$ cat config.mk
export PLATFORM = sky130hd
export DESIGN_NAME = serial_word_assembler
export DESIGN_NICKNAME = d
export VERILOG_FILES = /design/src/rtl/serial_word_assembler.sv
export SDC_FILE = /design/constraint.sdc
export NUM_CORES = 1
export LEC_CHECK = 0
export CORE_UTILIZATION = 50
export DETAILED_ROUTE_END_ITERATION = 7
export HOLD_SLACK_MARGIN = 0.05
export PLACE_DENSITY = 0.82
export SYNTH_ARGS = -nofsm -noshare
export SYNTH_HDL_FRONTEND = slang
export SYNTH_SLANG_ARGS = --single-unit
$ cat constraint.sdc
create_clock -name clk -period 1.9 [get_ports clk]
set_input_delay 0.19 -clock clk [delete_from_list [all_inputs] [get_ports clk]]
set_output_delay 0.19 -clock clk [all_outputs]
set_load 0.05 [all_outputs]
$ cat src/rtl/serial_word_assembler.sv
// serial_word_assembler: deserialises a framed, LSB-first bitstream into
// WIDTH-bit words and hands them out through a two-entry valid/ready buffer.
module serial_word_assembler #(
   parameter int WIDTH        = 16,
   parameter bit REQUIRE_SYNC = 1'b1
) (
   input  logic                     clk,
   input  logic                     rst_n,
   input  logic                     bit_in,
   input  logic                     bit_valid,
   input  logic                     sync,
   input  logic                     clear_ovf,
   output logic [WIDTH-1:0]         word_out,
   output logic                     word_valid,
   input  logic                     word_ready,
   output logic                     overflow,
   output logic [$clog2(WIDTH)-1:0] bit_count,
   output logic                     in_frame
);

   localparam int            CW   = $clog2(WIDTH);
   localparam logic [CW-1:0] LAST = CW'(WIDTH - 1);

   typedef enum logic {
      IDLE = 1'b0,
      RECV = 1'b1
   } state_t;

   localparam state_t RST_STATE = REQUIRE_SYNC ? IDLE : RECV;

   state_t           state, state_nxt;
   logic [WIDTH-1:0] shreg, shreg_nxt;
   logic [CW-1:0]    bcnt, bcnt_nxt;
   logic [CW-1:0]    base_cnt;
   logic             accept;
   logic             complete;
   logic [WIDTH-1:0] word_new;

   logic [WIDTH-1:0] head, head_nxt;
   logic [WIDTH-1:0] skid, skid_nxt;
   logic [1:0]       cnt, cnt_nxt;
   logic             pop;
   logic             drop;
   logic             ovf_nxt;

   // Word being completed if the current bit is the last one of the frame.
   assign word_new = {bit_in, shreg[WIDTH-1:1]};

   // Receiver FSM: frame tracking, shift register and bit counter.
   // Stale shreg bits left after a re-sync need no clearing: a full word of
   // shifts overwrites every position before the word is pushed.
   always_comb begin
      state_nxt = state;
      shreg_nxt = shreg;
      bcnt_nxt  = bcnt;
      complete  = 1'b0;
      accept    = bit_valid && (sync || (state == RECV));
      base_cnt  = sync ? '0 : bcnt;
      if (sync) begin
         state_nxt = RECV;
         bcnt_nxt  = '0;
      end
      if (accept) begin
         shreg_nxt = word_new;
         if (base_cnt == LAST) begin
            complete = 1'b1;
            bcnt_nxt = '0;
         end else begin
            bcnt_nxt = base_cnt + CW'(1);
         end
      end
   end

   // Receiver state registers.
   always_ff @(posedge clk or negedge rst_n) begin
      if (!rst_n) begin
         state <= RST_STATE;
         shreg <= '0;
         bcnt  <= '0;
      end else begin
         state <= state_nxt;
         shreg <= shreg_nxt;
         bcnt  <= bcnt_nxt;
      end
   end

   assign pop = (cnt != 2'd0) && word_ready;

   // Output buffer update: a pop frees its slot before a concurrent push lands.
   always_comb begin
      head_nxt = head;
      skid_nxt = skid;
      cnt_nxt  = cnt;
      drop     = 1'b0;
      if (pop && complete) begin
         if (cnt == 2'd2) begin
            head_nxt = skid;
            skid_nxt = word_new;
         end else begin
            head_nxt = word_new;
         end
      end else if (complete) begin
         case (cnt)
            2'd0: begin
               head_nxt = word_new;
               cnt_nxt  = 2'd1;
            end
            2'd1: begin
               skid_nxt = word_new;
               cnt_nxt  = 2'd2;
            end
            default: drop = 1'b1;
         endcase
      end else if (pop) begin
         if (cnt == 2'd2) begin
            head_nxt = skid;
            skid_nxt = '0;
            cnt_nxt  = 2'd1;
         end else begin
            head_nxt = '0;
            cnt_nxt  = 2'd0;
         end
      end
      ovf_nxt = drop ? 1'b1 : (clear_ovf ? 1'b0 : overflow);
   end

   // Output buffer and sticky overflow registers.
   always_ff @(posedge clk or negedge rst_n) begin
      if (!rst_n) begin
         head     <= '0;
         skid     <= '0;
         cnt      <= 2'd0;
         overflow <= 1'b0;
      end else begin
         head     <= head_nxt;
         skid     <= skid_nxt;
         cnt      <= cnt_nxt;
         overflow <= ovf_nxt;
      end
   end

   assign word_out   = head;
   assign word_valid = (cnt != 2'd0);
   assign bit_count  = bcnt;
   assign in_frame   = (state == RECV);

endmodule
==> flow_metrics.py <==
metrics = {
    "pwr": {
        "p_sw_share_pct": 28.5,
        "power.leakage_nw": 1.82,
        "comb_power_share_pct": 9.8,
        "seqPwrFrac_pct": 59.7,
        "pwr-share-clk_pct": 30.5,
        "p_per_area_nw_per_um2": 587,
        "p_sw_uw": 630,
        "p_int_mw": 1.58,
        "ir_worst_vdd_v": 0.000625,
    },
    "cells_and_area": {
        "final_common_cell": "nand2_1",
        "final_area_sq_um": 3760,
        "final_layout_size_suffix_gt1_share_pct": 30.7,
        "area_growth_pct": 37.8,
        "most-common-layout-cells": "nand2_1, dfrtp_1, buf_4",
        "ff_latch_area_sq_um": 1380,
        "n_antenna_cell": 0,
        "final_util_pct": 72.8,
        "fin_cells": 399,
        "fillers": 339,
        "nets": 336,
        "multiInputGateArea_sq_um": 1390,
    },
    "global_routing": {
        "gr-usage-all-layers_pct": 26.2,
        "met1_usage_pct": 35.0,
        "antenna_found_initial": 0,
        "grt_max_degree": 30,
        "grt-ovfl-total": 0,
        "use_met2_pct": 40.7,
        "grtUsageMet3_pct": 5.90,
        "grt_pass1_wl_um": 11900,
        "grt_pass1_vias": 2365,
        "busiest_layer": "met2",
    },
    "die": {
        "die_y_um": 75.9,
        "die-area_sq_um": 5760,
        "rows": 26,
        "core-area_sq_um": 5170,
        "fp.dieW_um": 75.9,
        "start_util_pct": 52.8,
        "ios": 30,
    },
    "timing": {
        "whs_ps": 271,
        "finalSetupViolCount": 0,
        "rsz0062_at_grt": "yes",
        "post-route-min-period_ps": 1880,
        "fin_worst_skew_ps": 3.00,
        "finalSetupTns_ps": 0,
        "worst_pin_slew_ps": 502,
        "fin_crit_sh_pct": 98.9,
        "max_freq_ghz": 0.532,
        "slew_headroom_pct": 66.4,
        "maxSlewViolCount": 0,
        "hold_viol_final": 0,
    },
    "clocking": {
        "clk_pin_slew_worst_paths_ps": 100,
        "clockBufferDepth": 2,
        "clk_latency_ps": 320,
        "htreeDepth": 2,
        "cts_buffers": 5,
        "cts.sinks": 55,
        "cts_tree": "built",
        "cts_root_buffer": "clkbuf_8",
    },
    "worst_hold_path": {
        "timing.hold.worst.class": "in -> async",
    },
    "setup_path": {
        "worstPathMaxFanout": 6,
        "cp-start-kind": "flop",
        "path_class": "reg -> reg",
        "cp.arrival_ps": 2090,
        "cpMaxStageDelayCell": "o41a_4",
        "worstPathCellList": "nor2b_4, ha_4, buf_6, nand4_4, o41a_4, clkbuf_16, a221oi_2, a21oi_2",
        "critPathBufInv": 2,
        "cp.required_ps": 2110,
        "r2r_slack_ps": 20,
        "reg2regPathDepth": 8,
        "rr_startpoint": "bit_count[0]",
        "slowest_delay_ps": 430,
        "reg2reg_to": "word_out[13]",
        "end_kind": "flop",
        "path_delay_family": "compound AO/OA/AOI/OAI gates",
    },
    "placement": {
        "dp_hpwl_um": 4500,
        "post_dp_cell_area_sq_um": 3390,
        "dp.cells": 383,
        "finalWeightedCongestion": 0.885,
        "io_buffers": 29,
    },
    "synth": {
        "synth.avg_cell_area_sq_um": 10.3,
        "synth-xor-area-share_pct": 0.962,
        "synth_fa_ha_area_share_pct": 0.458,
        "synth-seq-cells": 55,
        "synth.yosys.warnings": 0,
        "synth_top_family_by_area": "compound AO/OA/AOI/OAI gates",
        "synth_area_sq_um": 2730,
        "synthCells": 266,
        "synth-compound-area-share_pct": 24.6,
        "synthDistinctLibCells": 42,
        "synth_mux_area_share_pct": 0,
        "syn-num-nets": 274,
        "synthSimpleGateAreaFrac_pct": 16.8,
        "seq_area_frac_synth_pct": 50.4,
    },
    "routing": {
        "vias": 2397,
        "routed_wl_um": 7450,
        "drt_first_iter_violations": 206,
        "drc": 0,
        "via_per_inst": 6.01,
        "wl_per_cell_um": 18.7,
        "antenna_left": 0,
        "drt-pass1-iter-count": 7,
    },
    "run": {
        "maxCapViolCount": 0,
    },
    "status": {
        "status": "finished, final reports clean",
    },
}
==> routing by layer <==
layer,routed length [um],vias to the layer above
met5,0,-
met4,272,0
met3,518,32
met1,2980,1147
met2,3680,140
li1,-,1078
==> worst max path at each step <==
stage / from / end / slack (ps) / cells past startpoint
final: bit_count[0] / word_out[13] / 20 / 8
after global placement: sync / word_out[8] / -520 / 7
after floorplan: bit_count[1] / word_out[15] / -80 / 7
after detailed placement: sync / word_out[9] / -600 / 7
after global routing: bit_count[0] / word_out[13] / -50 / 8
after CTS: bit_count[0] / word_out[10] / 20 / 8
==> power groups by stage <==
stage	Sequential, mW	Combinational, mW	Clock [mW]
after global routing	1.33	0.238	0.721
after floorplan	1.33	0.0748	0
final	1.32	0.216	0.674
after detailed placement	1.33	0.208	0
after global placement	1.32	0.200	0
after CTS	1.31	0.212	0.678
==> synth_stat cells (all sizes together) <==
| cell | instances | share of area [%] |
|---|---|---|
| nand2b | 1 | 0.50 |
| o311ai | 1 | 0.32 |
| o21ai | 4 | 0.73 |
| and3b | 1 | 0.46 |
| and3 | 3 | 0.69 |
| nor2 | 3 | 0.41 |
| a22oi | 14 | 3.8 |
| a32o | 1 | 0.37 |
| a21oi | 16 | 4.3 |
| a31oi | 3 | 1.2 |
| nand2 | 72 | 9.9 |
| nand3 | 2 | 0.37 |
| clkbuf | 4 | 0.55 |
| nand4 | 2 | 0.69 |
| xor2 | 2 | 0.64 |
| o221a | 1 | 0.41 |
| or2 | 1 | 0.23 |
| inv | 18 | 2.5 |
| and4 | 1 | 0.41 |
| and2 | 1 | 0.23 |
| a221oi | 15 | 7.1 |
| nor3 | 3 | 0.96 |
| nor3b | 1 | 0.46 |
| a211oi | 1 | 0.46 |
| xnor2 | 1 | 0.32 |
| ha | 1 | 0.46 |
| o41a | 1 | 0.41 |
| nor2b | 5 | 1.1 |
| dfrtp | 55 | 50 |
| buf | 14 | 3.8 |
| o21a | 1 | 0.27 |
| a32oi | 16 | 5.1 |
| nor4b | 1 | 0.32 |
==> cells by family after synthesis <==
family                     Yosys count
and+or+nand+nor                     97
AOI/OAI and AO/OA                   74
adders and majority gates            1
DFF                                 55
xor gates and xnor gates             3
buffers and inverters               36
==> state kept, by name (all words and copies together) (netlist names) <==
signal     flops
cnt            2
in_frame       1
shreg         15
bit_count      4
overflow       1
word_out      16
skid          16
==> layout make-up <==
class | count | share of cell area [%]
clock buffer | 5 | 1.83
timing repair buffer | 73 | 20.1
inverter | 18 | 1.79
multi-input combinational | 175 | 36.9
clock inverter | 3 | 0.499
sequential | 55 | 36.6
tap | 70 | 2.33
==> through the flow <==
stage	power (mW)	worst slack, ps
CTS	2.20	18.1
floorplan	1.41	-78.7
finish	2.21	20.9
global placement	1.52	-516
global route	2.29	-46.1
detailed placement	1.53	-596
==> repair_timing <==
item,CTS,global route
hold buffers,1,0
pin swaps,2,0
setup buffers,3,2
endpoints found under the hold margin,38,0
setup endpoints to repair,29,17
cloned,1,1
gates resized for setup,5,15
(Power assumes the default switching activity.)
==> RTL change: new RTL, same settings <==
Register the output `bit_count` once more, with the module's reset; this adds one clock of latency there. The other outputs are not delayed to match.
--- a/src/rtl/serial_word_assembler.sv
+++ b/src/rtl/serial_word_assembler.sv
@@ -142,5 +142,11 @@
    assign word_out   = head;
    assign word_valid = (cnt != 2'd0);
-   assign bit_count  = bcnt;
+   always_ff @(posedge clk or negedge rst_n) begin
+      if (!rst_n) begin
+         bit_count <= '0;
+      end else begin
+         bit_count <= bcnt;
+      end
+   end
    assign in_frame   = (state == RECV);
 
Behaviour: not the same (Yosys sat finds a counterexample within 4 cycles, from zero or initial values and one cycle with rst_n low).
==> RTL change against the original RTL <==
- worst setup slack improved by 0.040 ns
- critical path type unchanged
- synthesized area is 3.7% higher
- cell area decreased by 3.4%
- first-iteration DRC count fell by 7.8%
- total power rose by 22%
- critical endpoint is now word_out[3]
- wire length shrank 11%
- sequential cell count rose by 4
- highest routed layer unchanged
==> RTL change: results (changes against the original RTL) <==
| Metric | Value |
|---|---|
| Status | finished, final reports clean |
| Inst Count DP | 381 (-0.52%) |
| CTS max path bufs | 2 (unchanged) |
| Fillers | 411 (+21%) |
| Met3 Use GR | 6.07% (+0.17 points) |
| Routability Congestion | 0.853 (-3.6%) |
| Metal-1 WL | 2940 µm (-1.5%) |
| Synth unique cells | 41 (-2.4%) |
| Port Buffer Count | 29 (unchanged) |
| Synth Warn # | 0 (unchanged) |
| P_comb | 194 µW (-10%) |
| Number of global-route vias before repair | 2259 (-4.5%) |
| Syn Nets | 278 (+1.5%) |
| Post-cts sizing count | 5 (unchanged) |
| Met2 WL | 3150 µm (-14%) |
| Worst stage delay on the critical path | 0.38 ns (-0.05 ns) |
| Leakage power | 0.00181 µW (-0.79%) |
| Max FO, Critical Path | 10 (+4) |
| Drt pass-1 iters | 5 (-2) |
| Pint | 2010 µW (+27%) |
| DP HPWL | 4180 µm (-7.1%) |
| Mean Syn Cell Area | 10.5 µm² (+2.1%) |
| Placed cell area | 3360 µm² (-1.1%) |
| Highest metal used | met4 |
| Worst VDD drop | 0.454 mV (-27%) |
| Synth Flop Type | dfrtp_1 |
| DR WL/cell | 16.6 µm (-11%) |
| Top cells by area, synth | dfrtp_1, nand2_1, a221oi_2 |
| Post-CTS Repair Setup Buffers | 0 (-3) |
| Via count | 2351 (-1.9%) |
| CTS Buf Count | 9 (+4) |
| First-pass GRT wire length | 10900 µm (-8.1%) |
| Clk slew on worst S/H paths | 0.06 ns (-0.04 ns) |
| GRT Total Usage | 24.1% (-2.1 points) |
| Post-Route WL | 6630 µm (-11%) |
| Layout cells sized above 1 | 25.6% (-5.1 points) |
| Initial antenna violation count | 0 (unchanged) |
| Sequential-to-total area share from yosys stat | 52.1% (+1.8 points) |
| Commonest cells post-synth | nand2_1, dfrtp_1, inv_1, a32oi_1, a22oi_1 |
| Worst Path Arrival | 2.06 ns (-0.03 ns) |
| Worst-margin pin slew | 0.505 ns (+0.00302 ns) |
| 1st-iter DRT viols | 190 (-7.8%) |
| H-tree Lvls | 3 (+1) |
| Clock Skews | 0.00411 ns (+0.00111 ns) |
| Nets | 331 (-1.5%) |
| Worst-Skew Late Latency | 0.34 ns (+0.02 ns) |
| Final cell utilization of the core | 66.5% (-6.3 points) |
| Pre-CTS setup slack | -0.293 ns (+0.303 ns) |
| Met1 Usage GRT | 31.7% (-3.3 points) |
| Wire length on met3 | 388 µm (-25%) |
| Worst path slowest cell | dfrtp_1 |
| Clock group | 1090 µW (+62%) |
| Sequential power | 1410 µW (+7%) |
| Met2 Usage GRT | 37.0% (-3.7 points) |
| Crit-path leading delay family | compound AO/OA/AOI/OAI gates |
| Largest net degree at the start of global routing | 60 (+100%) |
-- RTL change: cell count changes after synthesis --
cell,before,now
clkbuf_1,4,5
buf_1,1,0
dfrtp_1,55,59
-- RTL change: cell type report --
type	instances	area share (%)
clock buffers	15	5.12
clock inverters	1	0.138
inverters	18	1.86
multi-input cells	175	33.9
flip-flops and latches	59	40.6
well taps	72	2.48
repair buffers	60	16.0
-- RTL change: final timing paths --
check	from	to	cells after the start	slack, ns
worst max register to register	bcnt[1]	word_out[3]	7	0.06
worst min register to register	bcnt[1]	bit_count[1]	0	0.43
worst max-delay path	bcnt[1]	word_out[3]	7	0.06
max in group asynchronous	rst_n	word_out[5]	3	1.25
worst min-delay path	rst_n	bit_count[3]	3	0.38
min in group clk	clear_ovf	overflow	2	0.42
-- RTL change: cells by family after synthesis --
group	share of synthesized area (%)
AO/OA/AOI/OAI	23.7
buffers and inverters	6.58
flip-flops	52.1
XOR/XNOR	0.928
adder cells (fa/ha/maj)	0.442
AND/OR/NAND/NOR	16.2
